==> src/rtl/crt_timing_controller.sv <==
// Raster scan sequencer: turns PixelClock rising edges into pixel ticks in the Clock
// domain and drives the horizontal/vertical counters plus sync, blanking and strobes.
module crt_timing_controller #(
  parameter int unsigned CounterSize  = 10,
  parameter int unsigned HDisplay     = 640,
  parameter int unsigned HFront       = 16,
  parameter int unsigned HSyncWidth   = 96,
  parameter int unsigned HBack        = 48,
  parameter int unsigned VDisplay     = 480,
  parameter int unsigned VFront       = 10,
  parameter int unsigned VSyncWidth   = 2,
  parameter int unsigned VBack        = 33,
  parameter int unsigned SyncPolarity = 0
) (
  input  logic                   Clock,
  input  logic                   Reset,
  input  logic                   PixelClock,
  output logic                   HSync,
  output logic                   VSync,
  output logic                   VideoOn,
  output logic [CounterSize-1:0] ScanX,
  output logic [CounterSize-1:0] ScanY,
  output logic                   LineStart,
  output logic                   FrameStart
);

  localparam int unsigned HTotal = HDisplay + HFront + HSyncWidth + HBack;
  localparam int unsigned VTotal = VDisplay + VFront + VSyncWidth + VBack;

  localparam logic [CounterSize-1:0] HLast      = CounterSize'(HTotal - 1);
  localparam logic [CounterSize-1:0] VLast      = CounterSize'(VTotal - 1);
  localparam logic [CounterSize-1:0] HVisible   = CounterSize'(HDisplay);
  localparam logic [CounterSize-1:0] VVisible   = CounterSize'(VDisplay);
  localparam logic [CounterSize-1:0] HSyncStart = CounterSize'(HDisplay + HFront);
  localparam logic [CounterSize-1:0] HSyncEnd   = CounterSize'(HDisplay + HFront + HSyncWidth);
  localparam logic [CounterSize-1:0] VSyncStart = CounterSize'(VDisplay + VFront);
  localparam logic [CounterSize-1:0] VSyncEnd   = CounterSize'(VDisplay + VFront + VSyncWidth);
  localparam logic [CounterSize-1:0] CountOne   = CounterSize'(1);
  localparam logic                   SyncActive = 1'(SyncPolarity);

  logic                   PixelPrev;
  logic                   tick;
  logic [CounterSize-1:0] nextX;
  logic [CounterSize-1:0] nextY;
  logic                   hSyncOn;
  logic                   vSyncOn;
  logic                   videoNext;
  logic                   lineNext;
  logic                   frameNext;

  // Next counter values and their decode, so outputs register alongside the counters
  always_comb begin
    tick      = PixelClock & ~PixelPrev;
    nextX     = ScanX;
    nextY     = ScanY;
    if (tick) begin
      if (ScanX == HLast) begin
        nextX = '0;
        nextY = (ScanY == VLast) ? '0 : ScanY + CountOne;
      end else begin
        nextX = ScanX + CountOne;
      end
    end
    hSyncOn   = (nextX >= HSyncStart) && (nextX < HSyncEnd);
    vSyncOn   = (nextY >= VSyncStart) && (nextY < VSyncEnd);
    videoNext = (nextX < HVisible) && (nextY < VVisible);
    lineNext  = tick && (nextX == '0);
    frameNext = lineNext && (nextY == '0);
  end

  // Reset parks the counters on the last position so the first tick lands on (0,0)
  always_ff @(posedge Clock) begin
    PixelPrev <= PixelClock;
    if (Reset) begin
      ScanX      <= HLast;
      ScanY      <= VLast;
      HSync      <= ~SyncActive;
      VSync      <= ~SyncActive;
      VideoOn    <= 1'b0;
      LineStart  <= 1'b0;
      FrameStart <= 1'b0;
    end else begin
      ScanX      <= nextX;
      ScanY      <= nextY;
      HSync      <= hSyncOn ? SyncActive : ~SyncActive;
      VSync      <= vSyncOn ? SyncActive : ~SyncActive;
      VideoOn    <= videoNext;
      LineStart  <= lineNext;
      FrameStart <= frameNext;
    end
  end

endmodule

==> config.mk <==
export PLATFORM = sky130hd
export DESIGN_NAME = crt_timing_controller
export DESIGN_NICKNAME = d
export VERILOG_FILES = /design/src/rtl/crt_timing_controller.sv
export SDC_FILE = /design/constraint.sdc
export NUM_CORES = 1
export LEC_CHECK = 0
export ABC_AREA = 0
export CAP_MARGIN = 20
export CORE_MARGIN = 8
export CORE_UTILIZATION = 49
export CTS_BUF_LIST = sky130_fd_sc_hd__clkbuf_4 sky130_fd_sc_hd__clkbuf_8
export CTS_CLUSTER_DIAMETER = 80
export CTS_CLUSTER_SIZE = 12
export DETAILED_ROUTE_END_ITERATION = 8
export GPL_TIMING_DRIVEN = 0
export PLACE_DENSITY = 0.88
export REMOVE_ABC_BUFFERS = 1
export SYNTH_ARGS = -nofsm -noshare
export SYNTH_HDL_FRONTEND = slang
export SYNTH_SLANG_ARGS = --single-unit
export TNS_END_PERCENT = 50
==> constraint.sdc <==
create_clock -name Clock -period 1.8 [get_ports Clock]
set_input_delay 0.27 -clock Clock [delete_from_list [all_inputs] [get_ports Clock]]
set_output_delay 0.27 -clock Clock [all_outputs]
set_load 0.05 [all_outputs]
After elaboration in Yosys (flattened, before gate mapping). Index checks and enable logic that the tools add are counted.

Latch bits: 0. RAM bits: 0. Register bits: 26. Output and inout port bits: 25. Memories: 0. Word-level logic and storage cells: 34. Bits of input ports: 3. Bits in read-only memories: 0.

Shift operators: 0. Magnitude comparators: 6. Bitwise operators: 2. Reduce and logical (&&, ||, !) cells: 7. Add/sub/neg operators: 2. Eq/ne operators: 2. Muxes and demuxes: 7. Multipliers: 0. Div/mod/pow operators: 0.

Operators by type and width (count): 2-to-1 mux 10 bit (5); adder 10 x 1 -> 10 bit, second input constant (2); equality test 10 bit, second input constant (2); zero test 10 bit (2); less-than comparator 10 bit, second input constant (2); less-than comparator 10 x 9 -> 1 bit, second input constant (2); greater-or-equal comparator 10 bit, second input constant (1); greater-or-equal comparator 10 x 9 -> 1 bit, second input constant (1); logical AND 1 bit (5); 2-to-1 mux 1 bit (2); AND 1 bit (1); inverter 1 bit (1).

Depth between registers and ports, before layout. Gate-level depths: netlist of run 1.

Word-level depth: 7. Gate-level depth with buffers: 9. Mapped depth without buffers: 8.

Worst setup path before layout of run 1. OpenSTA, ideal clock, no wires.

Path kind: reg2reg. Start: reg ScanX[0]. End: reg VSync. Path buffers: 2. Setup slack: -0.589 ns. Data required time: 1.672 ns. Period minus slack after synthesis: 2.389 ns. Cell stages (with the launch flop): 9. Setup time: 0.128 ns. Arrival time: 2.261 ns. Cell sequence: dfxtp_1 > ha_1 > clkbuf_4 > and3b_2 > nand4_2 > buf_2 > or3_1 > a21oi_2 > nand4_1.

Word-level cells in the longest chain between the ends: 6. Elaborated cells on any way between the ends: 7. Classes of those cells: order compare: 2; eq/ne: 1; mux: 3; reduce/logical: 1.

RTL lines: start: declaration (line 21) `output logic [CounterSize-1:0] ScanX,`; start signal: assignment (line 75) `ScanX <= HLast;`; start signal: assignment (line 83) `ScanX <= nextX;`; equality test 10 bit * (line 57) `if (ScanX == HLast) begin`; 2-to-1 mux 10 bit * (line 57); 2-to-1 mux 10 bit * (line 56) `if (tick) begin`; greater-or-equal comparator 10 x 9 -> 1 bit or less-than comparator 10 x 9 -> 1 bit (tied branches) (line 65) `vSyncOn = (nextY >= VSyncStart) && (nextY < VSyncEnd);`; logical AND 1 bit * (line 65); 2-to-1 mux 1 bit * (line 86) `VSync <= vSyncOn ? SyncActive : ~SyncActive;`; end signal: assignment (line 78) `VSync <= ~SyncActive;`; end signal: assignment (line 86); end: declaration (line 19) `output logic VSync,`.

Every way passes the cells marked *; elsewhere a longest branch is shown, timed or not. A chain may end at the register's enable or synchronous reset.

Worst setup path after layout of run 1.
Start: reg ScanX[0]. End: reg FrameStart.

Word-level cells in the longest chain between the ends: 6. Elaborated cells on any way between the ends: 10. Classes of those cells: add/sub: 1; eq/ne: 1; mux: 4; reduce/logical: 4.

RTL lines: adder 10 x 1 -> 10 bit or equality test 10 bit (tied branches) (line 61, 57); 2-to-1 mux 10 bit (line 57); 2-to-1 mux 10 bit (line 56); zero test 10 bit (line 67) `lineNext = tick && (nextX == '0);`; logical AND 1 bit (line 67); logical AND 1 bit * (line 68) `frameNext = lineNext && (nextY == '0);`; end signal: assignment (line 89) `FrameStart <= frameNext;`; end: declaration (line 24) `output logic FrameStart`.

Marks and branches as above.

==> results of run 1 <==
==> layer usage <==
metal	part of all wire, %	GRT usage, %	wire [µm]
met1	42	17.8	1880
met2	49	25.8	2210
met3	7.1	2.59	321
met4	2.1	5.10	93
met5	0	0	0
==> power breakdown <==
part / switching, mW / internal, mW
clock: 0.179 / 0.226
combinational: 0.374 / 0.258
sequential: 0.0629 / 0.606
total: 0.616 / 1.09
==> per-stage QoR <==
stage | TNS (ns) | power, mW | cell area (µm²)
after CTS | -0.300 | 1.60 | 2060
after floorplan | -6.57 | 1.03 | 1550
after global routing | -1.59 | 1.78 | 2240
after global placement | -5.33 | 1.15 | 1870
after detailed placement | -6.22 | 1.16 | 1870
final | -0.828 | 1.71 | 2240
==> layout by cell type (no fill, tap or decap), types with 6 or more instances in the layout <==
cell type | synthesis | routed
buf_4 | 0 | 22
o21ai_0 | 9 | 8
dfxtp_4 | 0 | 6
dfxtp_2 | 0 | 6
dlygate4sd2_1 | 0 | 20
nand2_1 | 17 | 17
nor2_1 | 19 | 18
nor3_1 | 9 | 8
dfxtp_1 | 26 | 14
nand3_1 | 8 | 6
==> worst paths after layout <==
check | from | to | slack, ns | depth (start not counted)
setup / recovery | ScanX[0]$_SDFF_PP1_ | FrameStart$_SDFF_PP0_ | -0.25 | 7
hold / removal | PixelClock | PixelPrev$_DFF_P_ | 0.21 | 1
setup reg to reg | ScanX[0]$_SDFF_PP1_ | FrameStart$_SDFF_PP0_ | -0.25 | 7
hold reg to reg | ScanY[1]$_SDFF_PP0_ | ScanY[1]$_SDFF_PP0_ | 0.54 | 2
==> what timing repair did <==
action                                  CTS  global route
endpoints found under the hold margin     0             0
gates cloned                              0             1
resized for setup                        45            17
buffers inserted                         10            13
pin swaps                                 5             2
endpoints found under the setup margin   37            13
==> cell families after synthesis <==
family / after synthesis
and+or+nand+nor: 95
xor gates and xnor gates: 8
DFF: 26
adders and majority gates: 3
muxes: 3
AOI/OAI and AO/OA: 39
buffers and inverters: 16
==> flip-flops by register name, summed over array words and instances, names as in the netlist <==
register / flops
ScanX: 10
ScanY: 10
FrameStart: 1
HSync: 1
LineStart: 1
PixelPrev: 1
VSync: 1
VideoOn: 1
==> cell type report <==
class | instances | share of cell area [%]
Multi-Input combinational cell | 149 | 50.6
Timing Repair Buffer | 50 | 19.1
Sequential cell | 26 | 24.6
Clock buffer | 3 | 1.01
Inverter | 5 | 0.838
Tap cell | 46 | 2.57
Clock inverter | 1 | 1.34
==> worst max-delay path, delay by kind of cell, from the launching register on <==
kind | cells | cell delay, ns
adder cells (fa/ha/maj) | 1 | 0.17
AO/OA/AOI/OAI | 1 | 0.28
flip-flops | 1 | 0.40
buffers and inverters | 1 | 0.24
AND/OR/NAND/NOR | 4 | 0.93
==> results.sh, run 1 <==
export IMPL_finalCritPeriodShare_pct=114
export IMPL_rows=21
export IMPL_synth_compound_area_share_pct=16.4
export IMPL_synth_common_cells="26 x dfxtp_1, 19 x nor2_1, 17 x nand2_1"
export IMPL_path_cells="ha_4 -> nand3b_1 -> buf_4 -> o31ai_2 -> nand3_2 -> nor4_4 -> and4_1"
export IMPL_gr_usage_all_layers_pct=14.9
export IMPL_holdWs_ns=0.212
export IMPL_synth_mux_area_share_pct=1.85
export IMPL_synth_main_ff_cell="dfxtp_1"
export IMPL_fmax_mhz=488
export IMPL_hpwl_mm=2.62
export IMPL_routed_wl_mm=4.51
export IMPL_drc=0
export IMPL_yosysWarnings=0
export IMPL_holdBufCountCts=0
export IMPL_outcome="finished, violations left"
export IMPL_cts_root_buf="clkbuf_4"
export IMPL_hold_class="in2reg"
export IMPL_fp_coreArea_um2=3260
export IMPL_rsz0062_at_grt="true"
export IMPL_yosysSeqAreaShare_pct=32.1
export IMPL_drv_cap=0
export IMPL_wl_per_cell_um=16.1
export IMPL_via_per_inst=5.76
export IMPL_synth_seq_cells=26
export IMPL_drive_gt1_share_pct=31.6
export IMPL_syn_avg_cell_area_um2=8.53
export IMPL_clockBufferDepth=2
export IMPL_vias=1612
export IMPL_antenna_found_initial=0
export IMPL_die_h_um=73.5
export IMPL_grt_ovfl_total=0
export IMPL_start_util_pct=49.8
export IMPL_place_gp_congestion=0.841
export IMPL_synthCells=190
export IMPL_path_max_fanout=6
export IMPL_grt_max_degree=21
export IMPL_synthArstFlopShare_pct=0
export IMPL_final_core_util_pct=68.7
export IMPL_postLayoutSetupSlackWorst_ns=-0.250
export IMPL_critPathLaunchType="flip-flop"
export IMPL_dieWidth_um=73.5
export IMPL_grt_pass1_wl_mm=6.45
export IMPL_critPathMaxStageDelay_ns=0.40
export IMPL_finalMaxSlewViolations=0
export IMPL_min_period_ns=2.05
export IMPL_grt_pass1_vias=1368
export IMPL_clk_pin_slew_worst_paths_ns=0.15
export IMPL_slowest_stage="dfxtp_4"
export IMPL_synth_simple_area_share_pct=37.1
export IMPL_tightest_slew_ns=0.712
export IMPL_synth_xor_area_share_pct=4.32
export IMPL_hold_violations=0
export IMPL_final_antenna_net_count=0
export IMPL_max_vdd_ir_drop_v=0.000498
export IMPL_synth_top_family_by_area="simple AND/OR/NAND/NOR gates"
export IMPL_crit_path_end_kind="flip-flop"
export IMPL_io_pins=28
export IMPL_yosysMostFrequentCell="dfxtp_1"
export IMPL_multiInputGateArea_um2=1130
export IMPL_dieArea_um2=5410
export IMPL_fin_cells=280
export IMPL_yosys_top_cells_area="dfxtp_1 32%, nor2_1 4.4%, nand2_1 3.9%, nor3_1 2.8%, o21ai_0 2.8%"
export IMPL_syn_to_final_growth_pct=38.1
export IMPL_insertedDiodeCount=0
export IMPL_dpl_worst_slack_ns=-0.747
export IMPL_violations="setup timing"
export IMPL_synthAdderAreaFrac_pct=2.31
export IMPL_worstPathRequired_ns=2.10
export IMPL_worst_endpoint_arrival_ns=2.35
export IMPL_layout_nets=241
export IMPL_cts_sinks=26
export IMPL_fin_worst_skew_ns=0.0150
export IMPL_io_buffers=27
export IMPL_h_tree_depth=1
export IMPL_cts_tree="yes"
export IMPL_slew_headroom_pct=52.4
export IMPL_insertion_delay_ns=0.34
export IMPL_synth_edf_count=0
export IMPL_regArea_um2=551
export IMPL_power_density_nw_per_um2=761
export IMPL_dpl_cell_count=252
export IMPL_synth_top_cell_area_share_pct=32.1
export IMPL_yosys_area_top_type="dfxtp_1"
export IMPL_timing_worst_setup_path_type="reg2reg"
export IMPL_initialDrtViolationCount=162
export IMPL_p_leak_nw=0.890
export IMPL_cts_made_buffers=3
export IMPL_fillers=287
export IMPL_syn_area_um2=1620
export IMPL_setup_viol=7
export IMPL_synth_cell_types=62
export IMPL_drt_pass1_iter_count=4
Note: power is estimated with default switching activity, not from simulation.
==> inputs of run 2 (changes only) <==
CORE_UTILIZATION = 54   (was 49)
PLACE_DENSITY = 0.91   (was 0.88)
clock period = 2.34 ns   (was 1.8 ns; I/O delays follow)
==> results.sh, run 2 (synthesis results as in run 1) <==
export IMPL_drt_pass1_iter_count=4
export IMPL_vias=1498
export IMPL_holdBufCountCts=0
export IMPL_worst_endpoint_arrival_ns=1.85
export IMPL_cts_tree="yes"
export IMPL_crit_family="buffers and inverters"
export IMPL_critPathMaxStageDelay_ns=0.90
export IMPL_grt_max_degree=21
export IMPL_clockBufferDepth=2
export IMPL_io_pins=28
export IMPL_hold_violations=0
export IMPL_fmax_mhz=454
export IMPL_p_leak_nw=0.704
export IMPL_fp_coreArea_um2=2950
export IMPL_h_tree_depth=1
export IMPL_path_max_fanout=12
export IMPL_gr_usage_all_layers_pct=15.0
export IMPL_rsz0062_at_grt="false"
export IMPL_syn_to_final_growth_pct=19.7
export IMPL_min_period_ns=2.20
export IMPL_critical_path_buf_inv_count=1
export IMPL_hpwl_mm=2.71
export IMPL_start_util_pct=54.9
export IMPL_setup_viol=0
export IMPL_finalMaxSlewViolations=0
export IMPL_dieArea_um2=5010
export IMPL_outcome="complete, no violations"
export IMPL_antenna_found_initial=0
export IMPL_largestRegisters="ScanX (10), ScanY (10)"
export IMPL_use_met1_pct=17.9
export IMPL_cts_root_buf="clkbuf_4"
export IMPL_final_common_cell="clkdlybuf4s50_1"
export IMPL_wl_per_cell_um=15.0
export IMPL_grt_pass1_wl_mm=6.30
export IMPL_worstPathRequired_ns=1.99
export IMPL_via_per_inst=6.06
export IMPL_cts_sinks=26
export IMPL_io_buffers=27
export IMPL_final_core_util_pct=65.7
export IMPL_power_density_nw_per_um2=580
export IMPL_insertion_delay_ns=0.32
export IMPL_initialDrtViolationCount=173
export IMPL_busiest_layer="met2"
export IMPL_slowest_stage="clkdlybuf4s50_1"
export IMPL_routed_wl_mm=3.70
export IMPL_cts_made_buffers=3
export IMPL_path_cells="clkdlybuf4s50_1"
export IMPL_timing_worst_setup_path_type="reg2out"
export IMPL_slew_headroom_pct=53.3
export IMPL_max_vdd_ir_drop_v=0.000484
export IMPL_groute_layer_met3_usage_pct=3.11
export IMPL_rows=20
export IMPL_crit_path_end_kind="output pin"
export IMPL_insertedDiodeCount=0
export IMPL_drive_gt1_share_pct=15.4
export IMPL_hold_class="reg2reg"
export IMPL_layout_common_cells="27 x clkdlybuf4s50_1, 25 x dfxtp_1, 19 x nor2_1"
export IMPL_place_gp_congestion=0.855
export IMPL_use_met2_pct=25.1
export IMPL_layout_nets=221
export IMPL_dieWidth_um=70.8
export IMPL_critPathLaunchType="flip-flop"
export IMPL_clk_pin_slew_worst_paths_ns=0.14
export IMPL_final_antenna_net_count=0
export IMPL_tightest_slew_ns=0.698
export IMPL_grt_pass1_vias=1381
export IMPL_die_h_um=70.8
export IMPL_holdWs_ns=0.568
export IMPL_finalCritPeriodShare_pct=94.2
export IMPL_grt_ovfl_total=0
export IMPL_fin_worst_skew_ns=0.0135
export IMPL_drc=0
export IMPL_drv_cap=0
==> run 2: stage by stage <==
step / TNS (ns) / power, mW / setup WS (ns) / std cells / cell area [µm²]
6_report: 0 / 1.13 / 0.135 / 247 / 1940
5_1_grt: 0 / 1.19 / 0.0234 / 247 / 1940
4_1_cts: 0 / 1.12 / 0.0351 / 243 / 1910
3_5_place_dp: -0.659 / 0.890 / -0.324 / 239 / 1860
3_3_place_gp: -0.433 / 0.882 / -0.245 / 239 / 1860
2_1_floorplan: -0.237 / 0.789 / -0.174 / 179 / 1550
==> run 2: where the power goes <==
part           switching (mW)  internal, mW  total, mW  leakage [nW]
Combinational           0.240         0.152      0.391         0.471
Sequential             0.0451         0.466      0.511         0.211
Clock                   0.128        0.0950      0.223        0.0210
==> run 2: area by class of cell <==
cell class / instances / area (µm²)
clock buffer: 4 / 36.3
multi-input combinational: 148 / 1020
timing repair buffer: 31 / 300
fill: 259 / 1010
sequential: 26 / 522
inverter: 5 / 18.8
tap: 33 / 41.3
==> run 2: path summary, 6_finish.rpt <==
check / slack (ns) / start / to / cells after the start
hold / removal: 0.57 / ScanX[0]$_SDFF_PP1_ / ScanX[0]$_SDFF_PP1_ / 1
setup reg to reg: 0.17 / ScanX[6]$_SDFF_PP0_ / FrameStart$_SDFF_PP0_ / 6
setup / recovery: 0.14 / ScanX[6]$_SDFF_PP0_ / ScanX[6] / 1
hold reg to reg: 0.57 / ScanX[0]$_SDFF_PP1_ / ScanX[0]$_SDFF_PP1_ / 1
==> run 2: repair_timing <==
action                                  in CTS  in global routing
pin swaps                                    0                  2
endpoints found under the setup margin       3                  1
resized for setup                            3                  1
setup buffers                                0                  4
gates cloned                                 0                  0
==> run 2: metal layers <==
metal,routed length [µm],vias up
met5,0,-
met4,46,0
met3,217,6
met2,1750,48
met1,1680,705
li1,-,739
==> inputs of run 3 (changes only) <==
REMOVE_ABC_BUFFERS = not set   (was 1)
==> results.sh, run 3 (synthesis results as in run 1) <==
export IMPL_place_gp_congestion=0.882
export IMPL_io_buffers=27
export IMPL_dieArea_um2=5010
export IMPL_worst_endpoint_arrival_ns=2.48
export IMPL_via_per_inst=5.90
export IMPL_cts_resized=0
export IMPL_syn_nets=196
export IMPL_path_max_fanout=8
export IMPL_hold_class="reg2reg"
export IMPL_layout_common_cells="27 x clkdlybuf4s50_1, 25 x dfxtp_1, 19 x nor2_1"
export IMPL_largestRegisters="ScanX (10), ScanY (10)"
export IMPL_hold_path_depth=1
export IMPL_rows=20
export IMPL_groute_layer_met3_usage_pct=2.68
export IMPL_use_met1_pct=19.0
export IMPL_place_area_um2=1930
export IMPL_drc=0
export IMPL_final_cell_area_um2=1990
export IMPL_cts_tree="yes"
export IMPL_p_total_mw=1.22
export IMPL_use_met2_pct=26.4
export IMPL_io_pins=28
export IMPL_fillers=252
export IMPL_timing_worst_setup_path_type="reg2reg"
export IMPL_initialDrtViolationCount=95
export IMPL_drv_cap=0
export IMPL_worstPathRequired_ns=2.63
export IMPL_finalMaxSlewViolations=0
export IMPL_h_tree_depth=1
export IMPL_rsz0062_at_grt="false"
export IMPL_clk_pin_slew_worst_paths_ns=0.15
export IMPL_fp_coreArea_um2=2950
export IMPL_p_leak_nw=0.737
export IMPL_grt_pass1_wl_mm=6.47
export IMPL_fin_worst_skew_ns=0.00875
export IMPL_drt_pass1_iter_count=4
export IMPL_syn_to_final_growth_pct=22.7
export IMPL_final_antenna_net_count=0
export IMPL_layout_nets=228
export IMPL_start_util_pct=54.9
export IMPL_setup_viol=0
export IMPL_post_cts_setup_buffer_count=0
export IMPL_hold_violations=0
export IMPL_drive_gt1_share_pct=15.4
export IMPL_busiest_layer="met2"
export IMPL_routed_wl_mm=3.90
export IMPL_setup_tns_ns=0
export IMPL_grt_ovfl_total=0
export IMPL_max_vdd_ir_drop_v=0.000332
export IMPL_die_h_um=70.8
export IMPL_vias=1498
export IMPL_grt_pass1_vias=1397
export IMPL_clockBufferDepth=2
export IMPL_slew_headroom_pct=60.7
export IMPL_wl_per_cell_um=15.4
export IMPL_finalCritPeriodShare_pct=93.8
export IMPL_gr_usage_all_layers_pct=15.6
export IMPL_critPathLaunchType="flip-flop"
export IMPL_reg2regPathDepth=7
export IMPL_outcome="complete, no violations"
export IMPL_fmax_mhz=455
export IMPL_dieWidth_um=70.8
export IMPL_min_period_ns=2.20
export IMPL_cts_root_buf="clkbuf_4"
export IMPL_antenna_found_initial=0
export IMPL_final_core_util_pct=67.4
export IMPL_final_common_cell="clkdlybuf4s50_1"
export IMPL_crit_path_end_kind="flip-flop"
export IMPL_holdBufCountCts=0
export IMPL_grt_max_degree=16
export IMPL_hpwl_mm=2.84
export IMPL_insertion_delay_ns=0.33
export IMPL_tightest_slew_ns=0.584
export IMPL_cts_sinks=26
export IMPL_insertedDiodeCount=0
export IMPL_cts_made_buffers=3
export IMPL_power_density_nw_per_um2=613
==> run 3: worst paths after layout <==
check	startpoint	endpoint	slack [ns]
worst max-delay path	ScanX[1]$_SDFF_PP1_	FrameStart$_SDFF_PP0_	0.14
worst min-delay path	ScanX[0]$_SDFF_PP1_	ScanX[0]$_SDFF_PP1_	0.57
worst max register to register	ScanX[1]$_SDFF_PP1_	FrameStart$_SDFF_PP0_	0.14
worst min register to register	ScanX[0]$_SDFF_PP1_	ScanX[0]$_SDFF_PP1_	0.57
==> run 3: area by class of cell <==
cell class	count	area [µm²]	area share, %
Tap cell	33	41.3	2.08
Clock buffer	3	22.5	1.13
Buffer	11	78.8	3.96
Multi-Input combinational cell	148	1010	50.6
Clock inverter	1	30.0	1.51
Sequential cell	26	522	26.2
Timing Repair Buffer	27	270	13.6
Inverter	5	18.8	0.943
==> run 3: metal layers <==
metal  wire length, µm  vias up  part of all wire (%)
li1                  -      752                     -
met4                65        0                   1.7
met5                 0        -                     0
met1              1740      689                    45
met3               203        7                   5.2
met2              1900       50                    49
==> run 3: through the flow <==
| stage | instances | worst slack, ns | hold WS [ns] |
|---|---|---|---|
| 2_1_floorplan | 190 | 0.00443 | 0.379 |
| 3_3_place_gp | 250 | -0.0571 | 0.540 |
| 3_5_place_dp | 250 | -0.0958 | 0.542 |
| 4_1_cts | 254 | 0.128 | 0.574 |
| 5_1_grt | 254 | 0.0207 | 0.595 |
| 6_report | 254 | 0.144 | 0.575 |
==> run 3: power breakdown <==
group / internal [mW] / total, mW / switching (mW)
Combinational: 0.153 / 0.404 / 0.251
Clock: 0.173 / 0.316 / 0.143
Sequential: 0.466 / 0.500 / 0.0340
==> run 3: worst max-delay path: stages (launching register included) <==
cell,delay (ns)
dfxtp_1,0.43
ha_1,0.17
clkbuf_4,0.17
nand3b_1,0.24
o31ai_1,0.44
nand3_2,0.18
nor4_4,0.30
and4_1,0.23
